**src/rtl/spi_dep_sync_bank.sv**
```systemverilog
// spi_dep_sync_bank: reset synchroniser plus N_CH independent async-input synchronisers,
//   each followed by a persistence filter and registered rise/fall pulse generation.
// Latency: signals_o and rise_o/fall_o update SYNC_STAGES+FILTER_CYCLES-1 edges after the first sampling edge.
// Backpressure: none; the bank is free-running and every cycle carries a valid level.
//
// Ports:
//   clk_i           core clock, all flops rising-edge
//   async_nreset_i  asynchronous active-low reset from the system
//   signals_i       N_CH asynchronous channel inputs
//   nreset_o        synchronised reset (async assert, sync deassert); also resets the channel logic
//   signals_o       synchronised and filtered channel levels
//   rise_o          one-cycle pulse when a signals_o bit goes 0->1
//   fall_o          one-cycle pulse when a signals_o bit goes 1->0
module spi_dep_sync_bank #(
  parameter int              N_CH          = 4,
  parameter int              SYNC_STAGES   = 2,
  parameter int              RST_STAGES    = 2,
  parameter int              FILTER_CYCLES = 1,
  parameter logic [N_CH-1:0] RESET_VALUE   = '0
) (
  input  logic            clk_i,
  input  logic            async_nreset_i,
  input  logic [N_CH-1:0] signals_i,
  output logic            nreset_o,
  output logic [N_CH-1:0] signals_o,
  output logic [N_CH-1:0] rise_o,
  output logic [N_CH-1:0] fall_o
);

  // A single-cycle filter still needs a 1-bit counter so the datapath stays uniform.
  localparam int              CNT_W    = (FILTER_CYCLES > 1) ? $clog2(FILTER_CYCLES) : 1;
  localparam logic [CNT_W-1:0] CNT_LAST = CNT_W'(FILTER_CYCLES - 1);

  // ---------------------------------------------------------------------------
  // Reset synchroniser: asserts with async_nreset_i, releases after RST_STAGES
  // clock edges as the constant 1 walks through the chain.
  // ---------------------------------------------------------------------------
  logic [RST_STAGES-1:0] rst_q;

  always_ff @(posedge clk_i or negedge async_nreset_i) begin
    if (!async_nreset_i) begin
      rst_q <= '0;
    end else begin
      rst_q <= {rst_q[RST_STAGES-2:0], 1'b1};
    end
  end

  assign nreset_o = rst_q[RST_STAGES-1];

  // ---------------------------------------------------------------------------
  // Per-channel synchroniser chains. Stage 0 samples the raw input; the last
  // stage is the metastability-safe level seen by the filter.
  // ---------------------------------------------------------------------------
  logic [SYNC_STAGES-1:0][N_CH-1:0] sync_q;
  logic [SYNC_STAGES-1:0][N_CH-1:0] sync_d;
  logic [N_CH-1:0]                  sync_lvl;

  always_comb begin
    sync_d = {sync_q[SYNC_STAGES-2:0], signals_i};
  end

  assign sync_lvl = sync_q[SYNC_STAGES-1];

  // ---------------------------------------------------------------------------
  // Persistence filter. The counter tracks how many consecutive cycles the
  // synchronised level has disagreed with the published level; any agreement
  // clears it, so short glitches never reach signals_o. The counter saturates
  // implicitly because it is cleared when it reaches CNT_LAST.
  // ---------------------------------------------------------------------------
  logic [N_CH-1:0][CNT_W-1:0] cnt_q;
  logic [N_CH-1:0][CNT_W-1:0] cnt_d;
  logic [N_CH-1:0]            lvl_q;
  logic [N_CH-1:0]            lvl_d;
  logic [N_CH-1:0]            rise_q;
  logic [N_CH-1:0]            rise_d;
  logic [N_CH-1:0]            fall_q;
  logic [N_CH-1:0]            fall_d;

  always_comb begin
    cnt_d  = cnt_q;
    lvl_d  = lvl_q;
    rise_d = '0;
    fall_d = '0;
    for (int n = 0; n < N_CH; n++) begin
      if (sync_lvl[n] == lvl_q[n]) begin
        cnt_d[n] = '0;
      end else if (cnt_q[n] == CNT_LAST) begin
        // Disagreement has persisted long enough: publish the new level and
        // flag the direction in the same cycle the level changes.
        cnt_d[n]  = '0;
        lvl_d[n]  = sync_lvl[n];
        rise_d[n] = sync_lvl[n];
        fall_d[n] = ~sync_lvl[n];
      end else begin
        cnt_d[n] = cnt_q[n] + 1'b1;
      end
    end
  end

  // ---------------------------------------------------------------------------
  // Channel state is held in reset by the synchronised reset, so it leaves
  // reset cleanly on a clock edge. Sync stages and the published level start
  // at RESET_VALUE, which means reset release itself never looks like an edge.
  // ---------------------------------------------------------------------------
  always_ff @(posedge clk_i or negedge nreset_o) begin
    if (!nreset_o) begin
      sync_q <= {SYNC_STAGES{RESET_VALUE}};
      cnt_q  <= '0;
      lvl_q  <= RESET_VALUE;
      rise_q <= '0;
      fall_q <= '0;
    end else begin
      sync_q <= sync_d;
      cnt_q  <= cnt_d;
      lvl_q  <= lvl_d;
      rise_q <= rise_d;
      fall_q <= fall_d;
    end
  end

  assign signals_o = lvl_q;
  assign rise_o    = rise_q;
  assign fall_o    = fall_q;

endmodule

```
**config.mk**
```make
export PLATFORM = sky130hd
export DESIGN_NAME = spi_dep_sync_bank
export DESIGN_NICKNAME = d
export VERILOG_FILES = /design/src/rtl/spi_dep_sync_bank.sv
export SDC_FILE = /design/constraint.sdc
export NUM_CORES = 1
export LEC_CHECK = 0
export CORE_MARGIN = 2
export CORE_UTILIZATION = 34
export CTS_CLUSTER_DIAMETER = 120
export DETAILED_ROUTE_END_ITERATION = 12
export PLACE_DENSITY = 0.57
export SYNTH_ARGS = -nofsm -noshare
export SYNTH_HDL_FRONTEND = slang
export SYNTH_SLANG_ARGS = --single-unit
```
**constraint.sdc**
```tcl
create_clock -name clk_i -period 1.03 [get_ports clk_i]
set_input_delay 0.206 -clock clk_i [delete_from_list [all_inputs] [get_ports clk_i]]
set_output_delay 0.206 -clock clk_i [all_outputs]
set_load 0.01 [all_outputs]
```
==> reports/metrics.cfg, run 1 <==
[detailed_routing]
ant_nets = 0
drt-initial-drc-count = 2
finalWirelength_um = 983
routed_via_density = 3.90
drc = 0
first_pass_iters = 3
vias = 406
wl_per_cell_um = 9.45

[critical_path]
startpoint_type = register
endpoint_kind = register
crit_type = reg -> reg
critPathMaxFanout = 2
required_ns = 1.23
reg2reg_depth = 4
cp_data_arrival_time_ns = 1.36

[place]
place_ws_ns = -0.116
place_inst = 94
port-buffer-count = 18
post-dp-hpwl_um = 656
post_dp_cell_area_um2 = 1000
place_congestion = 0.670

[synth]
synth_warnings = 0
synth_area_per_cell_um2 = 17.3
synth_cell_types = 5
ys_ff_latch = 22
yosys-top-cells-area = dfrtp_1, ha_1, mux2_4, inv_1, conb_1
syn-cell-area_um2 = 744
seq_area_frac_synth_pct = 73.9
syn_inst = 43
syn_nets = 57
synth_top_cell_by_area = dfrtp_1
synth_top_area_share_pct = 73.9

[floorplan]
die_x_um = 50.8
die_area_um2 = 2580
start_util_pct = 36.8
io_pins = 19
die_h_um = 50.8
rows = 16
coreArea_um2 = 2020

[power]
swShare_pct = 26.9
peakVddDrop_mv = 1.31
power.internal_mw = 2.11
clkPwrFrac_pct = 22.1
p_leak_nw = 0.572
power_frac_comb_pct = 38.7
power_frac_seq_pct = 39.2
p_switching_uw = 777
p_per_area_nw_per_um2 = 2600

[finish]
drive_gt1_share_pct = 53.2
antenna_cells = 0
mostFrequentLayoutCells = dfrtp_1, buf_2, buf_4
final_util_pct = 55.0
nets = 92
finalNonFillerCells = 104
final_common_cell = dfrtp_1
area_growth_pct = 49.2
finalInstanceArea_um2 = 1110

[min_path]
hold_class = in -> async

[global_routing]
met3_usage_pct = 3.57
use_met2_pct = 14.5
antenna_found_initial = 0
met1_usage_pct = 11.9
grt_pass1_wl_um = 1750
gr-max-usage-layer = met2
grtUsageTotal_pct = 9.43
grt_pass1_vias = 416
grt_max_degree = 21
overflow = 0

[clocking]
clk_transition_reported_paths_ns = 0.12
clock_path_buffers = 2
insertion_delay_ns = 0.30
cts_root_buf = clkbuf_4
clkSinkCount = 22
htreeDepth = 1
cts_tree = built
cts_buffers = 3

[timing]
fmax_mhz = 858
finClkSkew_ns = 0.00546
finalMaxSlewViolations = 0
final.period_utilization_pct = 113
rsz0062_at_grt = true
hold_violations = 0
worst_slack_ns = -0.135
period_minus_slack_ns = 1.17
setup_viol = 9

[status]
status = finished with violations
violations = negative setup slack

[run]
timing.max_cap.violations = 0

[metrics by stage]
stage	setup TNS [ns]	total power, mW	hold WS, ns
finish	-0.601	2.89	0.0563
global route	-1.18	3.08	0.0266
CTS	-0.655	2.91	0.0516
detailed placement	-0.822	2.04	0.255
global placement	-0.659	2.02	0.252
floorplan	-0.480	1.56	-0.0896
[cell usage after synthesis (all sizes together)]
cell type / instances
conb: 1
inv: 8
mux2: 4
dfrtp: 22
ha: 8
[kinds of logic (layout without fill, tap and decap cells)]
group,after synthesis,in the layout,share of synthesized area (%)
other,1,1,0.504
buffers and inverters,8,42,4.03
adder cells (fa/ha/maj),8,8,13.4
multiplexers,4,4,8.07
flip-flops,22,22,73.9
[registers in the layout (all words and copies together) (netlist names)]
name,count
sync_d,4
fall_o,4
signals_o,4
sync_lvl,4
rst_q,2
rise_o,4
[final timing paths]
kind / from / to / slack (ns)
setup reg to reg: signals_o[2] / signals_o[2] / -0.14
setup / recovery: signals_o[2] / signals_o[2] / -0.14
min in group clk_i: signals_i[2] / sync_d[6] / 0.33
hold reg to reg: rst_q[1] / fall_o[0] / 0.24
hold / removal: async_nreset_i / rst_q[0] / 0.06
max in group asynchronous: rst_q[1] / sync_d[5] / 0.58
[critical path, stage by stage (launching register included)]
cell,delay [ns]
dfrtp_1,0.41
buf_6,0.13
inv_4,0.05
ha_4,0.19
mux2_4,0.29
[cell type report]
type                    instances  area, um^2
repair buffers                 30         220
clock buffers                   3        22.5
flip-flops and latches         22         551
clock inverters                 1        30.0
well taps                      27        33.8
fillers                       180         911
inverters                       8        40.0
multi-input cells              13         214
[power groups by stage]
stage	clock network (mW)	registers (mW)	logic [mW]
3_3_place_gp	0	1.16	0.861
2_1_floorplan	0	1.27	0.287
3_5_place_dp	0	1.18	0.867
6_report	0.638	1.13	1.12
5_1_grt	0.701	1.15	1.23
4_1_cts	0.657	1.13	1.12
[per-layer routing]
layer,part of all wire (%),vias to the layer above
li1,-,197
met1,44,189
met2,47,17
met3,6.7,3
met4,1.6,0
met5,0,-
[timing repair]
item,4_1_cts,5_1_grt
endpoints found under the setup margin,17,17
gates resized for setup,68,0
pin swaps,0,3
setup buffers,6,0
hold buffers,0,0
Power figures use the tool's default switching activity.
==> run 2: changes to the inputs <==
CTS_CLUSTER_DIAMETER = default   (was 120)
DONT_BUFFER_PORTS = 1   (was default)
PLACE_DENSITY = 0.46   (was 0.57)
==> run 2 against run 1 <==
The flow still finishes with violations (negative setup slack). First-iteration DRC count decreased by 50%. Wire length rose by 16%. Clock-buffer cell count stayed put. Critical path type unchanged. Largest cell class unchanged. Largest power group unchanged.
==> reports/metrics.cfg, run 2 (same netlist as run 1, synthesis figures left out) <==
[critical_path]
endpoint_kind = register
cp_data_arrival_time_ns = 1.30
rr_endpoint = signals_o[0]
crit_type = reg -> reg
r2r_slack_ns = -0.08
reg2reg_depth = 2
reg2reg_from = sync_lvl[0]
required_ns = 1.21
startpoint_type = register
critPathMaxFanout = 2

[floorplan]
die_h_um = 50.8
io_pins = 19
coreArea_um2 = 2020
rows = 16
die_x_um = 50.8
start_util_pct = 36.8
die_area_um2 = 2580

[global_routing]
overflow = 0
grt_max_degree = 12
grt_pass1_vias = 436
grtUsageTotal_pct = 9.73
antenna_found_initial = 0
grt_pass1_wl_um = 1780

[detailed_routing]
vias = 368
drc = 0
drt-initial-drc-count = 1
wl_met1_um = 423
ant_nets = 0
routed_via_density = 4.04
finalWirelength_um = 1140
wl_met3_um = 86
wl_per_cell_um = 12.5
wl_met2_um = 625
first_pass_iters = 3
routed.top_layer = met3

[timing]
final.period_utilization_pct = 108
finClkSkew_ns = 0.00267
period_minus_slack_ns = 1.11
setup_viol = 8
hold_violations = 0
worst_slack_ns = -0.0833
fmax_mhz = 898
finalMaxSlewViolations = 0
rsz0062_at_grt = true

[clocking]
insertion_delay_ns = 0.29
cts_buffers = 3
htreeDepth = 1
clk_transition_reported_paths_ns = 0.11
clock_path_buffers = 2
cts_root_buf = clkbuf_4
clkSinkCount = 22
cts_tree = built

[finish]
mostFrequentLayoutCells = dfrtp_1, buf_4, inv_1, ha_1, dlygate4sd3_1
final_common_cell = dfrtp_1
fill_cells = 186
final_util_pct = 48.6
drive_gt1_share_pct = 39.1
nets = 80
antenna_cells = 0
area_growth_pct = 31.9

[power]
p_per_area_nw_per_um2 = 2290
peakVddDrop_mv = 0.997
p_leak_nw = 0.504
finalPower_mw = 2.25

[run]
timing.max_cap.violations = 0

[min_path]
hold_class = reg -> async

[status]
violations = negative setup slack
status = finished with violations

[place]
port-buffer-count = 0
post-dp-hpwl_um = 840
place_congestion = 0.639

## run 2: timing repair
action,in CTS,in global routing
pin swaps,3,2
setup buffers,2,1
endpoints found under the hold margin,6,0
gates resized for setup,3,4
hold buffers,5,0
setup endpoints to repair,8,9
## run 2: how the worst max path moves through the flow
stage | from | end | slack [ns]
floorplan | signals_o[0] | signals_o[0] | -0.12
global placement | sync_lvl[1] | signals_o[1] | -0.05
detailed placement | sync_lvl[3] | signals_o[3] | -0.09
CTS | signals_o[1] | signals_o[1] | -0.08
global route | sync_lvl[0] | signals_o[0] | -0.11
finish | sync_lvl[0] | signals_o[0] | -0.08
## run 2: power breakdown
group          internal (mW)  total [mW]  switching (mW)
clock network          0.136       0.361           0.225
logic                  0.402       0.690           0.288
registers               1.05        1.20           0.146
total                   1.59        2.25           0.659
## run 2: metal layers
metal  vias up  global-route usage, %
met3         0                   3.57
met1       183                   9.09
met5         -                      0
met2        15                   18.6
li1        170                      -
met4         0                   4.05
## run 2: area by class of cell
cell class / count / area [um^2] / share of cell area [%]
Timing Repair Buffer: 18 / 155 / 15.8
Sequential cell: 22 / 552 / 56.2
Tap cell: 27 / 33.8 / 3.44
Inverter: 8 / 30.0 / 3.06
Clock buffer: 3 / 22.5 / 2.29
Multi-Input combinational cell: 13 / 189 / 19.2
## run 2: worst max-delay path, stage by stage (launching register included)
cell and delay [ns]:
dfrtp_1 0.40, ha_1 0.31, mux2_4 0.30
## run 2: through the flow
step	hold slack [ns]	area (um^2)	std cells	setup TNS [ns]	setup slack, ns
6_report	0.0850	982	91	-0.330	-0.0833
5_1_grt	0.0896	982	91	-0.668	-0.115
4_1_cts	0.0991	957	90	-0.417	-0.0791
3_5_place_dp	-0.0895	853	80	-0.294	-0.0909
3_3_place_gp	-0.0895	853	80	-0.181	-0.0463
2_1_floorplan	-0.0896	744	43	-0.480	-0.120
==> run 3: changes to the inputs <==
CORE_MARGIN = default   (was 2)
==> run 3 against run 2 <==
The flow still finishes with violations (negative setup slack). First-iteration DRC count fell by 100%. Clock power rose by 81%. Sequential cell count did not move. Power rose by 12%. Cell area rose by 1.1%. Combinational power fell by 3.0%. Largest cell class unchanged.
==> reports/metrics.cfg, run 3 (same netlist as run 1, synthesis figures left out) <==
[detailed_routing]
routed_via_density = 4.00
vias = 360
drt-initial-drc-count = 0
wl_per_cell_um = 11.9
finalWirelength_um = 1070
drc = 0
first_pass_iters = 1
ant_nets = 0

[status]
status = finished with violations
violations = negative setup slack

[power]
peakVddDrop_mv = 0.915
p_per_area_nw_per_um2 = 2530
p_leak_nw = 0.508

[floorplan]
coreArea_um2 = 2000
start_util_pct = 37.2
rows = 16
die_h_um = 48.8
die_area_um2 = 2380
die_x_um = 48.8
io_pins = 19

[global_routing]
grt_max_degree = 14
antenna_found_initial = 0
grtUsageTotal_pct = 10.5
overflow = 0
grt_pass1_wl_um = 1810
grt_pass1_vias = 412

[clocking]
clk_transition_reported_paths_ns = 0.13
clkSinkCount = 22
clock_path_buffers = 2
htreeDepth = 1
insertion_delay_ns = 0.31
cts_tree = built
cts_buffers = 3
cts_root_buf = clkbuf_4

[critical_path]
slowest_stage = dfrtp_1
path_cells = ha_1 > mux2_4
crit_type = reg -> reg
r2r_slack_ns = -0.08
critPathMaxFanout = 2
cp_data_arrival_time_ns = 1.32
required_ns = 1.24
endpoint_kind = register
reg2reg_depth = 2
critPathMaxStageDelay_ns = 0.41
startpoint_type = register

[timing]
finalMaxSlewViolations = 0
setup_viol = 8
worst_slack_ns = -0.0816
final.period_utilization_pct = 108
hold_violations = 0
finClkSkew_ns = 0.0127
rsz0062_at_grt = true
fmax_mhz = 900
fin_tns_setup_ns = -0.421
period_minus_slack_ns = 1.11

[run]
timing.max_cap.violations = 0

[place]
port-buffer-count = 0
post-dp-hpwl_um = 825
place_congestion = 0.661

[finish]
fill_cells = 179
drive_gt1_share_pct = 36.5
nets = 78
final_util_pct = 49.6
antenna_cells = 0
final_common_cell = dfrtp_1
area_growth_pct = 33.4
mostFrequentLayoutCells = dfrtp_1, buf_4, inv_1

[min_path]
hold_class = reg -> async

==> run 3: path summary, 6_finish.rpt <==
| kind | start | endpoint |
|---|---|---|
| hold / removal | rst_q[1] | sync_d[6] |
| min in group clk_i | sync_d[7] | sync_lvl[3] |
| max in group asynchronous | rst_q[1] | signals_o[1] |
| setup reg to reg | sync_lvl[2] | signals_o[2] |
| hold reg to reg | rst_q[1] | sync_d[6] |
| setup / recovery | sync_lvl[2] | signals_o[2] |
==> run 3: critical path, delay by kind of cell (launching register included) <==
kind	cells	cell delay, ns
muxes	1	0.30
adders and majority gates	1	0.31
DFF	1	0.41
==> run 3: through the flow <==
| step | std cells | total power, mW | setup WS [ns] | hold WS [ns] | area [um^2] |
|---|---|---|---|---|---|
| 2_1_floorplan | 43 | 1.56 | -0.120 | -0.0896 | 744 |
| 3_3_place_gp | 79 | 1.74 | -0.0615 | -0.0895 | 846 |
| 3_5_place_dp | 79 | 1.81 | -0.0951 | -0.0895 | 846 |
| 4_1_cts | 90 | 2.52 | -0.0976 | 0.0914 | 981 |
| 5_1_grt | 90 | 2.67 | -0.112 | 0.0852 | 993 |
| 6_report | 90 | 2.51 | -0.0816 | 0.0899 | 993 |
==> run 3: repair_timing <==
action                                 CTS  global route
pin swaps                                2             1
setup buffers                            2             0
setup endpoints to repair                9             9
endpoints found under the hold margin    6             0
hold buffers                             5             0
resized for setup                        3             2
==> run 3: report_power, final <==
| group | leakage, nW | internal [mW] | total [mW] | switching [mW] |
|---|---|---|---|---|
| clock | 0.0279 | 0.393 | 0.652 | 0.259 |
| combinational | 0.215 | 0.385 | 0.669 | 0.284 |
| sequential | 0.265 | 1.05 | 1.19 | 0.138 |
==> run 3: routing by layer <==
layer / vias up / track usage, % / wire length (um)
li1: 169 / - / -
met2: 14 / 17.6 / 570
met5: - / 0 / 0
met3: 0 / 4.05 / 72
met1: 177 / 10.6 / 429
met4: 0 / 7.35 / 0
==> run 3: layout make-up <==
cell class | instances | area (um^2) | area share, %
Clock buffer | 3 | 22.5 | 2.27
Clock inverter | 1 | 30.0 | 3.02
Inverter | 8 | 30.0 | 3.02
Multi-Input combinational cell | 13 | 189 | 19.0
Sequential cell | 22 | 552 | 55.5
Tap cell | 27 | 33.8 | 3.40
Timing Repair Buffer | 16 | 136 | 13.7
